--- src/rtl/param_stack_pkg.sv ---
// param_stack_pkg: shared op encoding ({pop,push}) and default sizing for param_stack.
package param_stack_pkg;
  localparam logic [1:0] OP_NONE = 2'b00;
  localparam logic [1:0] OP_PUSH = 2'b01;
  localparam logic [1:0] OP_POP  = 2'b10;
  localparam logic [1:0] OP_REPL = 2'b11;
  localparam int DATA_W_DEF = 16;
  localparam int DEPTH_DEF  = 256;
endpackage

--- src/rtl/stack_ram.sv ---
// stack_ram: DEPTH x DATA_W storage, synchronous write, asynchronous read (distributed-RAM friendly).
module stack_ram #(
  parameter int DATA_W = 16,
  parameter int DEPTH  = 256,
  parameter int AW     = $clog2(DEPTH)
) (
  input  logic              clk,
  input  logic              we,
  input  logic [AW-1:0]     waddr,
  input  logic [DATA_W-1:0] wdata,
  input  logic [AW-1:0]     raddr,
  output logic [DATA_W-1:0] rdata
);
  logic [DATA_W-1:0] mem [DEPTH];
  always_ff @(posedge clk)
    if (we) mem[waddr] <= wdata;
  assign rdata = mem[raddr];
endmodule

--- src/rtl/param_stack.sv ---
// param_stack: parametrised LIFO with replace-top on push+pop and overflow/underflow reporting.
// Define PARAM_STACK_STICKY_ERR_EN for sticky ovf/unf cleared by err_clr; otherwise they are one-cycle pulses.
module param_stack
  import param_stack_pkg::*;
#(
  parameter  int DATA_W = DATA_W_DEF,
  parameter  int DEPTH  = DEPTH_DEF,
  localparam int CNT_W  = $clog2(DEPTH+1)
) (
  input  logic              clk,
  input  logic              clr,
  input  logic              push,
  input  logic              pop,
  input  logic [DATA_W-1:0] din,
  output logic [DATA_W-1:0] dout,
  output logic [DATA_W-1:0] top_data,
  output logic [CNT_W-1:0]  count,
  output logic              empty,
  output logic              full,
  output logic              ovf,
  output logic              unf,
  input  logic              err_clr
);
  localparam int AW = $clog2(DEPTH);
  logic [1:0]        op;
  logic [CNT_W-1:0]  top_ptr;
  logic [CNT_W-1:0]  count_nxt;
  logic [CNT_W-1:0]  waddr;
  logic              we;
  logic              grow;
  logic              shrink;
  logic              ovf_ev;
  logic              unf_ev;
  logic [DATA_W-1:0] rd_data;
  assign op       = {pop, push};
  assign empty    = count == '0;
  assign full     = count == CNT_W'(DEPTH);
  assign top_ptr  = count - 1'b1;
  assign top_data = empty ? '0 : rd_data;
  always_comb begin
    grow      = (op == OP_PUSH && !full) || (op == OP_REPL && empty);
    shrink    = op == OP_POP && !empty;
    we        = (op == OP_PUSH && !full) || op == OP_REPL;
    waddr     = (op == OP_REPL && !empty) ? top_ptr : count;
    count_nxt = grow ? count + 1'b1 : shrink ? count - 1'b1 : count;
    ovf_ev    = op == OP_PUSH && full;
    unf_ev    = pop && empty;
  end
  stack_ram #(.DATA_W(DATA_W), .DEPTH(DEPTH), .AW(AW)) u_ram (
    .clk   (clk),
    .we    (we),
    .waddr (waddr[AW-1:0]),
    .wdata (din),
    .raddr (top_ptr[AW-1:0]),
    .rdata (rd_data)
  );
  always_ff @(posedge clk or posedge clr)
    if (clr) begin
      count <= '0;
      dout  <= '0;
    end else begin
      count <= count_nxt;
      if (pop && !empty) dout <= rd_data;
    end
`ifdef PARAM_STACK_STICKY_ERR_EN
  // a new event in the same cycle as err_clr keeps the flag set
  always_ff @(posedge clk or posedge clr)
    if (clr) begin
      ovf <= 1'b0;
      unf <= 1'b0;
    end else begin
      ovf <= ovf_ev || (ovf && !err_clr);
      unf <= unf_ev || (unf && !err_clr);
    end
`else
  logic unused_err_clr;
  assign unused_err_clr = err_clr;
  always_ff @(posedge clk or posedge clr)
    if (clr) begin
      ovf <= 1'b0;
      unf <= 1'b0;
    end else begin
      ovf <= ovf_ev;
      unf <= unf_ev;
    end
`endif
endmodule

--- config.mk ---
export PLATFORM = sky130hd
export DESIGN_NAME = param_stack
export DESIGN_NICKNAME = d
export VERILOG_FILES = /design/src/rtl/param_stack_pkg.sv /design/src/rtl/stack_ram.sv /design/src/rtl/param_stack.sv
export SDC_FILE = /design/constraint.sdc
export NUM_CORES = 2
export LEC_CHECK = 0
export ABC_AREA = 1
export BUFFER_PORTS_ARGS = -buffer_cell sky130_fd_sc_hd__buf_4
export CORE_MARGIN = 5
export CORE_UTILIZATION = 30
export CTS_BUF_LIST = sky130_fd_sc_hd__clkbuf_8
export CTS_CLUSTER_DIAMETER = 50
export CTS_CLUSTER_SIZE = 40
export DETAILED_ROUTE_END_ITERATION = 16
export PLACE_DENSITY_LB_ADDON = 0.08
export SYNTH_ARGS = -nofsm -noshare
export SYNTH_HDL_FRONTEND = slang
export SYNTH_SLANG_ARGS = --single-unit
--- constraint.sdc ---
create_clock -name clk -period 6.2 [get_ports clk]
set_input_delay 1.24 -clock clk [delete_from_list [all_inputs] [get_ports clk]]
set_output_delay 1.24 -clock clk [all_outputs]
set_load 0.02 [all_outputs]
* Yosys cells after proc, flatten, opt, wreduce, memory -nomap -nowiden
Memories as Yosys holds them, arrays and structs flattened. Cells that the tools add are included.
Storage, ports and cells: register bits after elaboration 27, bits in writable memories 4096, memories 1, output and inout bits 45, word-level logic and storage cells 30
Operators by class: reduce and logical (&&, ||, !) cells 13, eq/ne operators 4, mux-type cells 6, add/subtract/negate cells 2
Memories:
- u_ram.mem | words 256, bits a word 16, read ports 1, clocked after Yosys merged registers in 0, write ports 1, line stack_ram.sv:14 | logic [DATA_W-1:0] mem [DEPTH];
Operators by type and width (number):
- 9-bit 2-to-1 mux | 2
- 16-bit 2-to-1 mux | 1
- 9-bit by 1-bit adder with 9-bit output, second input constant | 1
- 9-bit == test, second input constant | 1
- 9-bit zero test | 1
- 9-bit by 1-bit subtractor with 9-bit output, second input constant | 1
- 8-bit 2-to-1 mux | 1
- 1-bit logical AND | 7
- 2-bit == test, second input constant | 2
- 2-bit by 1-bit == test with 1-bit output, second input constant | 1
- 1-bit zero test | 2
- 1-bit logical OR | 2
- 1-bit 2-to-1 mux | 2
- 2-bit nonzero test | 1

* Logic depth before layout (Yosys ltp)
word-level depth 6, gate-level depth with buffers 21, mapped depth without buffers 15

* Cells and area by module
A second synthesis with hierarchy kept.
Unflattened totals: cell total of the unflattened synthesis 13850, area total of the unflattened synthesis 167212.9 um2
By module, submodules not included:
- stack_ram | area each 165386.1 um2, cells an instance 13601, instances 1
- param_stack | area each 1826.8 um2, cells an instance 249, instances 1

* Worst setup path before layout
Ideal clock, no wire load.
path kind register -> output, start reg count[0], end out top_data[0], path slack 1280 ps, stages on the path, launching flop included 21, arrival time 3680 ps, cell sequence dfrtp_1 clkbuf_1 inv_2 clkbuf_1 clkbuf_1 clkbuf_1 ha_1 buf_2 inv_2 clkbuf_1 clkbuf_1 clkbuf_1 nand3_1 nand3_1 nand3_1 nand3_1 nand3_1 nand3_1 nand3_1 nand2_1 nor2_1
Between the ends: longest elaborated chain between the ends 3, elaborated cells on any way between the ends 4, those cells by class add/sub: 1; mux: 1; reduce/logical: 1; memory: 1
Ends and longest elaborated chain:
- start: declaration | line param_stack.sv:17 | output logic [CNT_W-1:0] count,
- start signal: assignment | line param_stack.sv:62 | count <= count_nxt;
- 9-bit by 1-bit subtractor with 9-bit output
- memory read 256 x 16 bit
- 16-bit 2-to-1 mux * | line param_stack.sv:39 | assign top_data = empty ? '0 : rd_data;
- end: declaration | line param_stack.sv:16 | output logic [DATA_W-1:0] top_data,
Every way passes the cells marked *; elsewhere a longest branch is shown, timed or not.

* Final worst setup path
start reg count[0], end out top_data[3]
The elaborated chain is that of the path after synthesis.

==> flow_metrics.env <==
export IMPL_cpMostUsedCell="nand3_1"
export IMPL_hold_start="din[15]"
export IMPL_fin_nets=14100
export IMPL_drc=0
export IMPL_rr_worst_depth=11
export IMPL_timing_slew_headroom=0.0834
export IMPL_crit_family="simple AND/OR/NAND/NOR gates"
export IMPL_final_max_slew_violation_count=0
export IMPL_worstSetupPathType="flip-flop to output pin"
export IMPL_min_to="u_ram.mem[32][15]"
export IMPL_hold_class="input port to flip-flop"
export IMPL_powerDensity_nw_per_um2=548
export IMPL_die_area_um2=566000
export IMPL_syn_area_um2=165000
export IMPL_syn_inst=13700
export IMPL_clock_fmax_mhz=164
export IMPL_post_place_ws_ps=111
export IMPL_worstPathMaxFanout=22
export IMPL_synth_edf_count=4096
export IMPL_htree_levels=6
export IMPL_vias=110000
export IMPL_grt_max_degree=167
export IMPL_skew_ps=61.5
export IMPL_wl_um=608000
export IMPL_io_buffers=64
export IMPL_period_share=0.984
export IMPL_cp_slowest_cell="dfrtp_4"
export IMPL_clock_path_buffers=4
export IMPL_clock_root_buffer="clkbuf_8"
export IMPL_fin_crit_ps=6100
export IMPL_whs_path_depth=1
export IMPL_grt_pass1_vias=106000
export IMPL_via_per_inst=5.07
export IMPL_final_antenna_net_count=0
export IMPL_ys_ff_latch=4123
export IMPL_required_ps=4960
export IMPL_tritoncts="built"
export IMPL_r2r_end="u_ram.mem[133][0]"
export IMPL_end_kind="output pin"
export IMPL_synth_cell_types=33
export IMPL_cts_buffers=528
export IMPL_final_core_util=0.352
export IMPL_power_w=0.106
export IMPL_start_util=0.301
export IMPL_mostFrequentLayoutCells="4177 x nand2_1, 4096 x edfxtp_1, 3921 x nand3_1"
export IMPL_grt_usage=0.205
export IMPL_die_h_um=752
export IMPL_rows=272
export IMPL_syn_to_final_growth_pct=16.9
export IMPL_first_pass_iters=6
export IMPL_wire_per_inst_um=27.9
export IMPL_ir_drop_mv=0.388
export IMPL_critPathArrivalTime_ps=4860
export IMPL_drive_above_1_share=0.134
export IMPL_critPathBufInv=5
export IMPL_async_flop_share=0.00655
export IMPL_synth_fp_nets=13800
export IMPL_insertion_delay_ps=1290
export IMPL_path_cells="inv_16, ha_4, buf_4, inv_12, buf_4, nand3_1, nand3_1, nand3_1, nand3_1, nand3_1, nand3_1, nand3_4, nand2_1, nor2_1, buf_4"
export IMPL_leakagePower_nw=66.6
export IMPL_drt_iter0_drc=11100
export IMPL_yosysSeqAreaShare=0.748
export IMPL_synth_ff_type="edfxtp_1"
export IMPL_layout_commonest_cell="nand2_1"
export IMPL_antenna_found_initial=34
export IMPL_gp_congestion=0.810
export IMPL_r2r_setup_slack_ps=1200
export IMPL_core_area_um2=549000
export IMPL_critPathLaunchType="flip-flop"
export IMPL_dp_final_hpwl_um=326000
export IMPL_syn_avg_cell_area_um2=12.0
export IMPL_drv_cap=0
export IMPL_rsz0062_at_grt="true"
export IMPL_yosysWarnings=0
export IMPL_setup_viol=0
export IMPL_setup_slack_ps=97.5
export IMPL_die_x_um=752
export IMPL_whs_ps=360
export IMPL_slowest_delay_ps=580
export IMPL_grt_pass1_wl_um=839000
export IMPL_clk_pin_slew_ps=100
export IMPL_grt_ovfl_total=0
export IMPL_worst_pin_slew_ps=1370
export IMPL_io_pins=66
export IMPL_cts_sinks=4123
export IMPL_status="completed"
export IMPL_rr_startpoint="count[0]"
export IMPL_finalHoldViolCount=0
## state kept, by name, indices dropped and copies added (netlist names)
register   count
unf            1
dout          16
ovf            1
u_ram.mem   4096
count          9
## final cells by class
cell class	count	area, um2
clock inverter	413	4010
tap	7261	9080
inverter	32	180
multi-input combinational	8647	39600
timing repair buffer	734	9080
sequential	4123	124000
fill	53500	356000
antenna	28	70.1
clock buffer	548	7540
timing repair inverter	4	50.0
## power breakdown
group / internal, W / total, W / switching [W] / leakage, nW
Combinational: 0.0151 / 0.0524 / 0.0373 / 23.6
Clock: 0.0110 / 0.0223 / 0.0113 / 5.85
Sequential: 0.0309 / 0.0312 / 0.000202 / 37.1
Total: 0.0571 / 0.106 / 0.0488 / 66.6
## worst max path at each step
stage | depth (start not counted) | start | slack, ps | to
final | 15 | count[0] | 100 | top_data[3]
after global routing | 18 | count[0] | -60 | top_data[4]
after CTS | 17 | count[0] | -40 | top_data[11]
after detailed placement | 14 | count[0] | 110 | top_data[5]
after global placement | 14 | count[0] | 120 | top_data[5]
after floorplan | 20 | count[0] | 1280 | top_data[0]
## per-stage QoR
stage               cells  area [um2]  setup TNS (ps)
floorplan           13700      165000               0
global placement    20700      178000               0
detailed placement  20700      178000               0
CTS                 21700      193000            -278
global route        21800      193000            -515
finish              21800      193000               0
## cells by family after synthesis
logic type | count (synthesis) | synth area share
xor+xnor | 10 | 0.000689
compound gates | 22 | 0.00101
simple gates | 8610 | 0.228
fa+ha+maj | 3 | 0.000227
buf+inv | 971 | 0.0224
flops | 4123 | 0.748
## Yosys cell counts, types with 5 or more instances
cell      instances  area share
clkbuf_1        803       0.018
nand2_1        4188       0.095
nor2_4            8     0.00054
inv_2             9     0.00020
xor2_1            8     0.00042
buf_2            32     0.00097
o21ai_0           9     0.00027
nand3_1        4086        0.12
nor3_1            5     0.00015
nor2_1          284      0.0064
nor3_4            5     0.00049
edfxtp_1       4096        0.74
dfrtp_1          27      0.0041
inv_1            23     0.00052
buf_1           102      0.0023
nand2_2          22     0.00083
## metal layers
metal | track usage | part of all wire | vias up
li1 | - | - | 49800
met1 | 0.290 | 0.45 | 56500
met2 | 0.333 | 0.47 | 3387
met3 | 0.0295 | 0.059 | 680
met4 | 0.0490 | 0.026 | 4
met5 | 0 | 0.000035 | -
## repair_timing
item | in CTS | in global routing
resized for setup | 320 | 63
hold buffers | 1 | 0
gates cloned | 47 | 13
endpoints found under the hold margin | 7 | 0
setup buffers | 40 | 9
pin swaps | 11 | 5
setup endpoints to repair | 16 | 16
Power figures use the tool's default switching activity.
